## src/rtl/imm_gen_pipe.sv

```systemverilog
// Pipelined RISC-V immediate generator with a 2-entry output FIFO.
// Immediates are extended at accept time and stored with their tag and illegal flag.
module imm_gen_pipe #(
  parameter int XLEN  = 32,
  parameter int TAG_W = 4
) (
  input  logic             clk,
  input  logic             rst_n,
  input  logic             in_valid,
  output logic             in_ready,
  input  logic [31:0]      instr,
  input  logic [2:0]       imm_source,
  input  logic [TAG_W-1:0] in_tag,
  output logic             out_valid,
  input  logic             out_ready,
  output logic [XLEN-1:0]  immediate,
  output logic [TAG_W-1:0] out_tag,
  output logic             out_illegal
);

  logic [XLEN-1:0]  imm_new;
  logic             illegal_new;
  logic [XLEN-1:0]  mem_imm [2];
  logic [TAG_W-1:0] mem_tag [2];
  logic [1:0]       mem_ill;
  logic             rd_ptr;
  logic             wr_ptr;
  logic [1:0]       count;
  logic             push;
  logic             pop;
  logic             head_sel;
  logic             unused_opcode;

  // The opcode field plays no part in immediate formation.
  assign unused_opcode = ^instr[6:0];

  always_comb begin
    imm_new     = '0;
    illegal_new = 1'b0;
    case (imm_source)
      3'b000: imm_new = XLEN'($signed(instr[31:20]));
      3'b001: imm_new = XLEN'($signed({instr[31:25], instr[11:7]}));
      3'b010: imm_new = XLEN'($signed({instr[31], instr[7], instr[30:25], instr[11:8], 1'b0}));
      3'b011: imm_new = XLEN'($signed({instr[31], instr[19:12], instr[20], instr[30:21], 1'b0}));
      3'b100: imm_new = XLEN'($signed({instr[31:12], 12'b0}));
      3'b101: begin
        if (XLEN == 64) imm_new = XLEN'(instr[25:20]);
        else            imm_new = XLEN'(instr[24:20]);
      end
      3'b110: imm_new = XLEN'(instr[19:15]);
      default: illegal_new = 1'b1;
    endcase
  end

  assign in_ready  = (count != 2'd2);
  assign out_valid = (count != 2'd0);
  assign push      = in_valid && in_ready;
  assign pop       = out_valid && out_ready;

  always_ff @(posedge clk or negedge rst_n) begin
    if (!rst_n) begin
      mem_imm[0] <= '0;
      mem_imm[1] <= '0;
      mem_tag[0] <= '0;
      mem_tag[1] <= '0;
      mem_ill    <= '0;
      rd_ptr     <= 1'b0;
      wr_ptr     <= 1'b0;
      count      <= 2'd0;
    end else begin
      if (push) begin
        mem_imm[wr_ptr] <= imm_new;
        mem_tag[wr_ptr] <= in_tag;
        mem_ill[wr_ptr] <= illegal_new;
        wr_ptr          <= ~wr_ptr;
      end
      if (pop) rd_ptr <= ~rd_ptr;
      count <= count + {1'b0, push} - {1'b0, pop};
    end
  end

  // When empty, rd_ptr has already moved past the last delivered slot, so
  // looking one slot back keeps the outputs holding their last value.
  assign head_sel    = (count == 2'd0) ? ~rd_ptr : rd_ptr;
  assign immediate   = mem_imm[head_sel];
  assign out_tag     = mem_tag[head_sel];
  assign out_illegal = mem_ill[head_sel];

endmodule

```

## config.mk

```make
export PLATFORM = sky130hd
export DESIGN_NAME = imm_gen_pipe
export DESIGN_NICKNAME = d
export VERILOG_FILES = /design/src/rtl/imm_gen_pipe.sv
export SDC_FILE = /design/constraint.sdc
export NUM_CORES = 1
export LEC_CHECK = 0
export ABC_CLOCK_PERIOD_IN_PS = 2400
export BUFFER_PORTS_ARGS = -buffer_cell sky130_fd_sc_hd__buf_2
export CORE_MARGIN = 4
export CORE_UTILIZATION = 55
export DETAILED_ROUTE_END_ITERATION = 7
export GPL_ROUTABILITY_DRIVEN = 0
export PLACE_DENSITY_LB_ADDON = 0.12
export SLEW_MARGIN = 20
export SYNTH_ARGS = -nofsm -noshare
export SYNTH_HDL_FRONTEND = slang
export SYNTH_SLANG_ARGS = --single-unit
```

## constraint.sdc

```tcl
create_clock -name clk -period 2.4 [get_ports clk]
set_clock_uncertainty 0.15 [all_clocks]
set_input_delay 0.36 -clock clk [delete_from_list [all_inputs] [get_ports clk]]
set_output_delay 0.36 -clock clk [all_outputs]
set_load 0.1 [all_outputs]
```

Yosys cells after proc, flatten, opt, wreduce, memory -nomap -nowiden
Cells that the tools add are included.
{ "classes": {"n_eq_ne": 7, "order_cmp": 6, "bitwise_logic": 4, "n_mux": 20, "n_addsub": 2, "reduce_logical": 8} }
{ "ops": {"columns": ["operator", "count"], "rows": [
  ["one-hot mux 32 bit (7 select lines)", 1],
  ["2-to-1 mux 32 bit", 4],
  ["bitwise mux 64 bit", 1],
  ["demux 32 bit (select 1 bit)", 1],
  ["2-to-1 mux 4 bit", 4],
  ["== test 3 bit (second input constant)", 3],
  ["bitwise mux 8 bit", 1],
  ["OR reduction 7 bit", 1],
  ["== test 3 x 2 -> 1 bit (second input constant)", 2],
  ["2-to-1 mux 1 bit", 5],
  ["demux 4 bit (select 1 bit)", 1],
  ["greater-or-equal comparator 2 bit (second input constant)", 2],
  ["logical AND 1 bit", 4],
  ["< comparator 1 x 2 -> 1 bit (second input constant)", 2],
  ["inverter 1 -> 2 bit", 2],
  ["== test 3 x 1 -> 1 bit (second input constant)", 1],
  ["zero test 3 bit", 1],
  ["adder 2 x 1 -> 2 bit", 1],
  ["bitwise mux 2 bit", 1],
  ["zero test 2 bit", 1],
  ["< comparator 2 x 1 -> 1 bit (second input constant)", 1],
  ["inequality test 2 bit (second input constant)", 1],
  ["inverter 1 bit", 2],
  ["nonzero test 2 bit", 1],
  ["other kinds (3)", 3]
]} }
{ "totals": {"input_bits": 43, "output_inout_bits": 39, "register_bits": 78, "elab_cells": 55} }

Depth between registers and ports, before layout
{ "depth": {"depth_word": 6, "mapped_depth": 8, "mapped_depth_nobuf": 8} }

Worst setup path before layout
OpenSTA, ideal clock, no wires.
{ "synth_timing": {"kind": "register to register", "from": "register count[1]", "to": "register count[1]", "arrival_ps": 2241, "stages_incl_launch_ff": 9, "synth_period_minus_slack_ps": 2513, "setup_ps": 123, "n_path_buf": 0, "setup_slack_ps": -113, "t_required_ps": 2127, "path_cell_list": "dfrtp_1 > and2b_1 > inv_1 > nand2_1 > ha_1 > inv_1 > ha_1 > xnor2_1 > xnor2_1"} }
{ "synth_via": {"elab_chain_cells": 4, "word_cells_on_any_way": 6, "classes_between": "add/sub (2); eq/ne (1); reduce/logical (3)"} }
{ "synth_rtl": {"columns": ["element", "line", "source"], "rows": [
  ["from (decl)", "28", "logic [1:0] count;"],
  ["from (signal assigned)", "78", "count <= count + {1'b0, push} - {1'b0, pop};"],
  ["inequality test 2 bit", "55", "assign in_ready = (count != 2'd2);"],
  ["via in_ready", "10", "output logic in_ready,"],
  ["logical AND 1 bit", "57", "assign push = in_valid && in_ready;"],
  ["adder 2 x 1 -> 2 bit", "78", null],
  ["subtractor 2 x 1 -> 2 bit", "78", null]
]} }
The timed path passes the listed nets, and every way through them passes these cells.
A chain may end at the register's enable or synchronous reset.

Worst setup path in the final report
{ "layout_timing": {"from": "register count[0]", "to": "output out_tag[1]"} }
{ "layout_via": {"elab_chain_cells": 6} }
{ "layout_rtl": {"columns": ["element", "line", "source"], "rows": [
  ["zero test 2 bit", "84", "assign head_sel = (count == 2'd0) ? ~rd_ptr : rd_ptr;"],
  ["2-to-1 mux 1 bit", "84", null],
  ["inverter 1 -> 2 bit (not written as such)", "86", "assign out_tag = mem_tag[head_sel];"],
  ["2-to-1 mux 4 bit (not written as such) (3 in series)", "86", null],
  ["to (decl)", "17", "output logic [TAG_W-1:0] out_tag,"]
]} }
No other way between the ends. The select of a mux whose other input is x is not followed.

==> results.yml <==
die:
  die_h_um: 94.9
  rows: 31
  dieArea_um2: 9010
  core_um2: 7290
  die_w_um: 94.9
  pin_count: 82
  start_util_pct: 57.0
logic_synthesis:
  synth_top_cell_by_area: "dfrtp_1"
  synth-seq-area-share_pct: 47.0
  synth_ff_type: "dfrtp_1"
  synth.distinct_cells: 41
  synthTopCellsByCount: "mux2_2 (101), dfrtp_1 (78), o21ai_0 (14), a21o_1 (11), nor2b_1 (11)"
  synth_seq_cells: 78
  synthArstFlopShare_pct: 100
  synthTopCellsByArea: "dfrtp_1 (47%), mux2_2 (27%), a21o_1 (2.0%), o21ai_0 (1.7%), o221ai_1 (1.7%)"
  avgSynthCellArea_um2: 12.9
  yosys_warnings: 0
  syn_area_um2: 4150
  synth_cells: 322
  syn_nets: 367
  synth_top_area_share_pct: 47.0
  synth_edf_count: 0
  synth.most_common_cell: "mux2_2"
detailed_routing:
  wl_met2_um: 5440
  first_iter_violations: 109
  drc: 0
  m1WireLength_um: 4430
  via_per_inst: 5.97
  post_drt_wl_per_cell_um: 20.8
  drt-pass1-iter-count: 4
  top_layer_used: "met4"
  via_count: 3041
  antenna_left: 0
  wl_met3_um: 606
  routed_wl_um: 10600
worst_setup_path:
  timing.rr.start: "count[1]"
  r2r_slack_ns: 0.40
  crit_path_cell_trace: "or2_4, xor2_4, buf_6, clkbuf_16, mux2_4, buf_12"
  crit_family: "buffers and inverters"
  crit_required_ns: 1.89
  end_kind: "output port"
  r2r_cells: 6
  crit_buf_inv: 3
  cp_slowest_cell: "dfrtp_1"
  worstPathArrival_ns: 2.02
  start_kind: "flop"
  crit_type: "reg2out"
  path_max_fanout: 5
  critical-path-max-stage-delay_ns: 0.40
  regToRegEndpoint: "mem_imm[40]"
sta:
  clock.fmax_ghz: 0.395
  hold_viol: 0
  period_needed_ns: 2.53
  slew_violations: 0
  timing.final.crit_share_pct: 105
  rsz0062_at_grt: "yes"
  setup-tns-final_ns: -4.01
  setup_viol: 37
  slew_headroom_pct: 35.0
  worst_slew_pin_slew_ns: 0.972
  fin_ws_ns: -0.131
grt:
  grt_use_total_pct: 22.3
  antenna_found_initial: 0
  overflow: 0
  grt_max_degree: 42
  grt_pass1_wl_um: 15400
  grt_pass1_vias: 3026
clock_network:
  cts_sinks: 78
  cts_tree: "built"
  cts_root_buf: "clkbuf_8"
  numCtsBuffers: 9
  worstSkewPairLatency_ns: 0.34
  cts.htree.levels: 3
  clk_pin_slew_ns: 0.08
  cts_max_path_buffers: 2
status:
  status: "complete, but fails checks"
  violations: "setup timing"
hold_path:
  holdPathEnd: "mem_tag[5]"
  hold-path-cell-count: 2
  hold_path_class: "in2reg"
  holdCritStartpoint: "in_tag[1]"
placed_design:
  dp_slack_ns: 0.207
  hpwl_um: 6380
  numPortBuffers: 74
layout:
  nFillCells: 453
  area_growth_pct: 37.9
  antennaDiodeCount: 0
  nNetsFinal: 451
  postLayoutCoreUtil_pct: 78.6
  drive_gt1_share_pct: 54.1
flow_run:
  drv_cap: 0
cell usage in the layout (no fill, tap or decap), types with 3 or more instances in the layout:
master     Yosys  final
dfrtp_1       78     78
mux2_2       101     66
buf_12         0     42
mux2_4         2     39
buf_2          6     36
o21ai_0       14     14
clkbuf_8       0     12
nor2b_1       11     11
a21o_1        11     11
buf_4          6      9
nand4_1        8      8
a22oi_1        8      8
o221ai_1       8      8
nand4b_1       7      7
nand2_1        6      6
or4bb_1        6      6
clkbuf_16      0      4
xnor2_1        3      3
mux2_1         5      3
buf_6          4      3
logic make-up after synthesis:
kind of cell,after synthesis,synth area share (%)
muxes,109,29.7
AOI/OAI and AO/OA,47,7.86
adders and majority gates,2,0.602
buffers and inverters,25,3.70
and+or+nand+nor,56,9.64
DFF,78,47.0
xor gates and xnor gates,5,1.51
worst reg2reg max path, cell delays in order (launching register included):
cell,delay (ns)
dfrtp_1,0.39
buf_4,0.14
and2b_1,0.18
buf_4,0.19
nor2_2,0.20
buf_12,0.23
mux2_2,0.40
final cells by class:
class	instances	area [um^2]	share of cell area, %
multi-input combinational	219	2190	38.2
timing repair buffer	96	1250	21.8
clock inverter	3	42.5	0.743
sequential	78	1950	34.1
tap	99	124	2.16
clock buffer	12	165	2.88
inverter	2	11.3	0.197
registers in the layout (all words and copies together) (netlist names):
register / cells
rd_ptr: 1
mem_tag: 8
mem_ill: 2
wr_ptr: 1
count: 2
mem_imm: 64
worst max-delay path by stage:
stage          cells past startpoint            end  slack (ns)  startpoint
3_5_place_dp                       5   immediate[0]        0.21    count[1]
5_1_grt                            6  immediate[12]       -0.17    count[0]
4_1_cts                            5  immediate[23]       -0.17    count[1]
2_1_floorplan                      8       count[1]        0.02    count[0]
6_report                           6     out_tag[1]       -0.13    count[0]
3_3_place_gp                       5   immediate[0]        0.21    count[1]
through the flow:
| stage | area (um^2) | hold WS (ns) | cells |
|---|---|---|---|
| final | 5730 | 0.112 | 509 |
| after detailed placement | 5180 | 0.233 | 481 |
| after global routing | 5730 | 0.115 | 509 |
| after floorplan | 4160 | -0.0856 | 322 |
| after CTS | 5400 | 0.100 | 497 |
| after global placement | 5180 | 0.229 | 481 |
routing by layer:
metal	global-route usage, %	up-vias
li1	-	1367
met1	30.4	1564
met2	36.5	97
met3	3.51	13
met4	6.97	0
met5	0	-
what timing repair did:
| item | 4_1_cts | 5_1_grt |
|---|---|---|
| gates cloned | 0 | 7 |
| endpoints found under the hold margin | 40 | 0 |
| gates resized for setup | 0 | 42 |
| pin swaps | 0 | 1 |
| setup endpoints to repair | 37 | 37 |
| setup buffers | 0 | 5 |
| hold buffers | 1 | 0 |
Power is not shown: default switching activity piles up to over one toggle a cycle in this logic, so the estimate is an artifact.
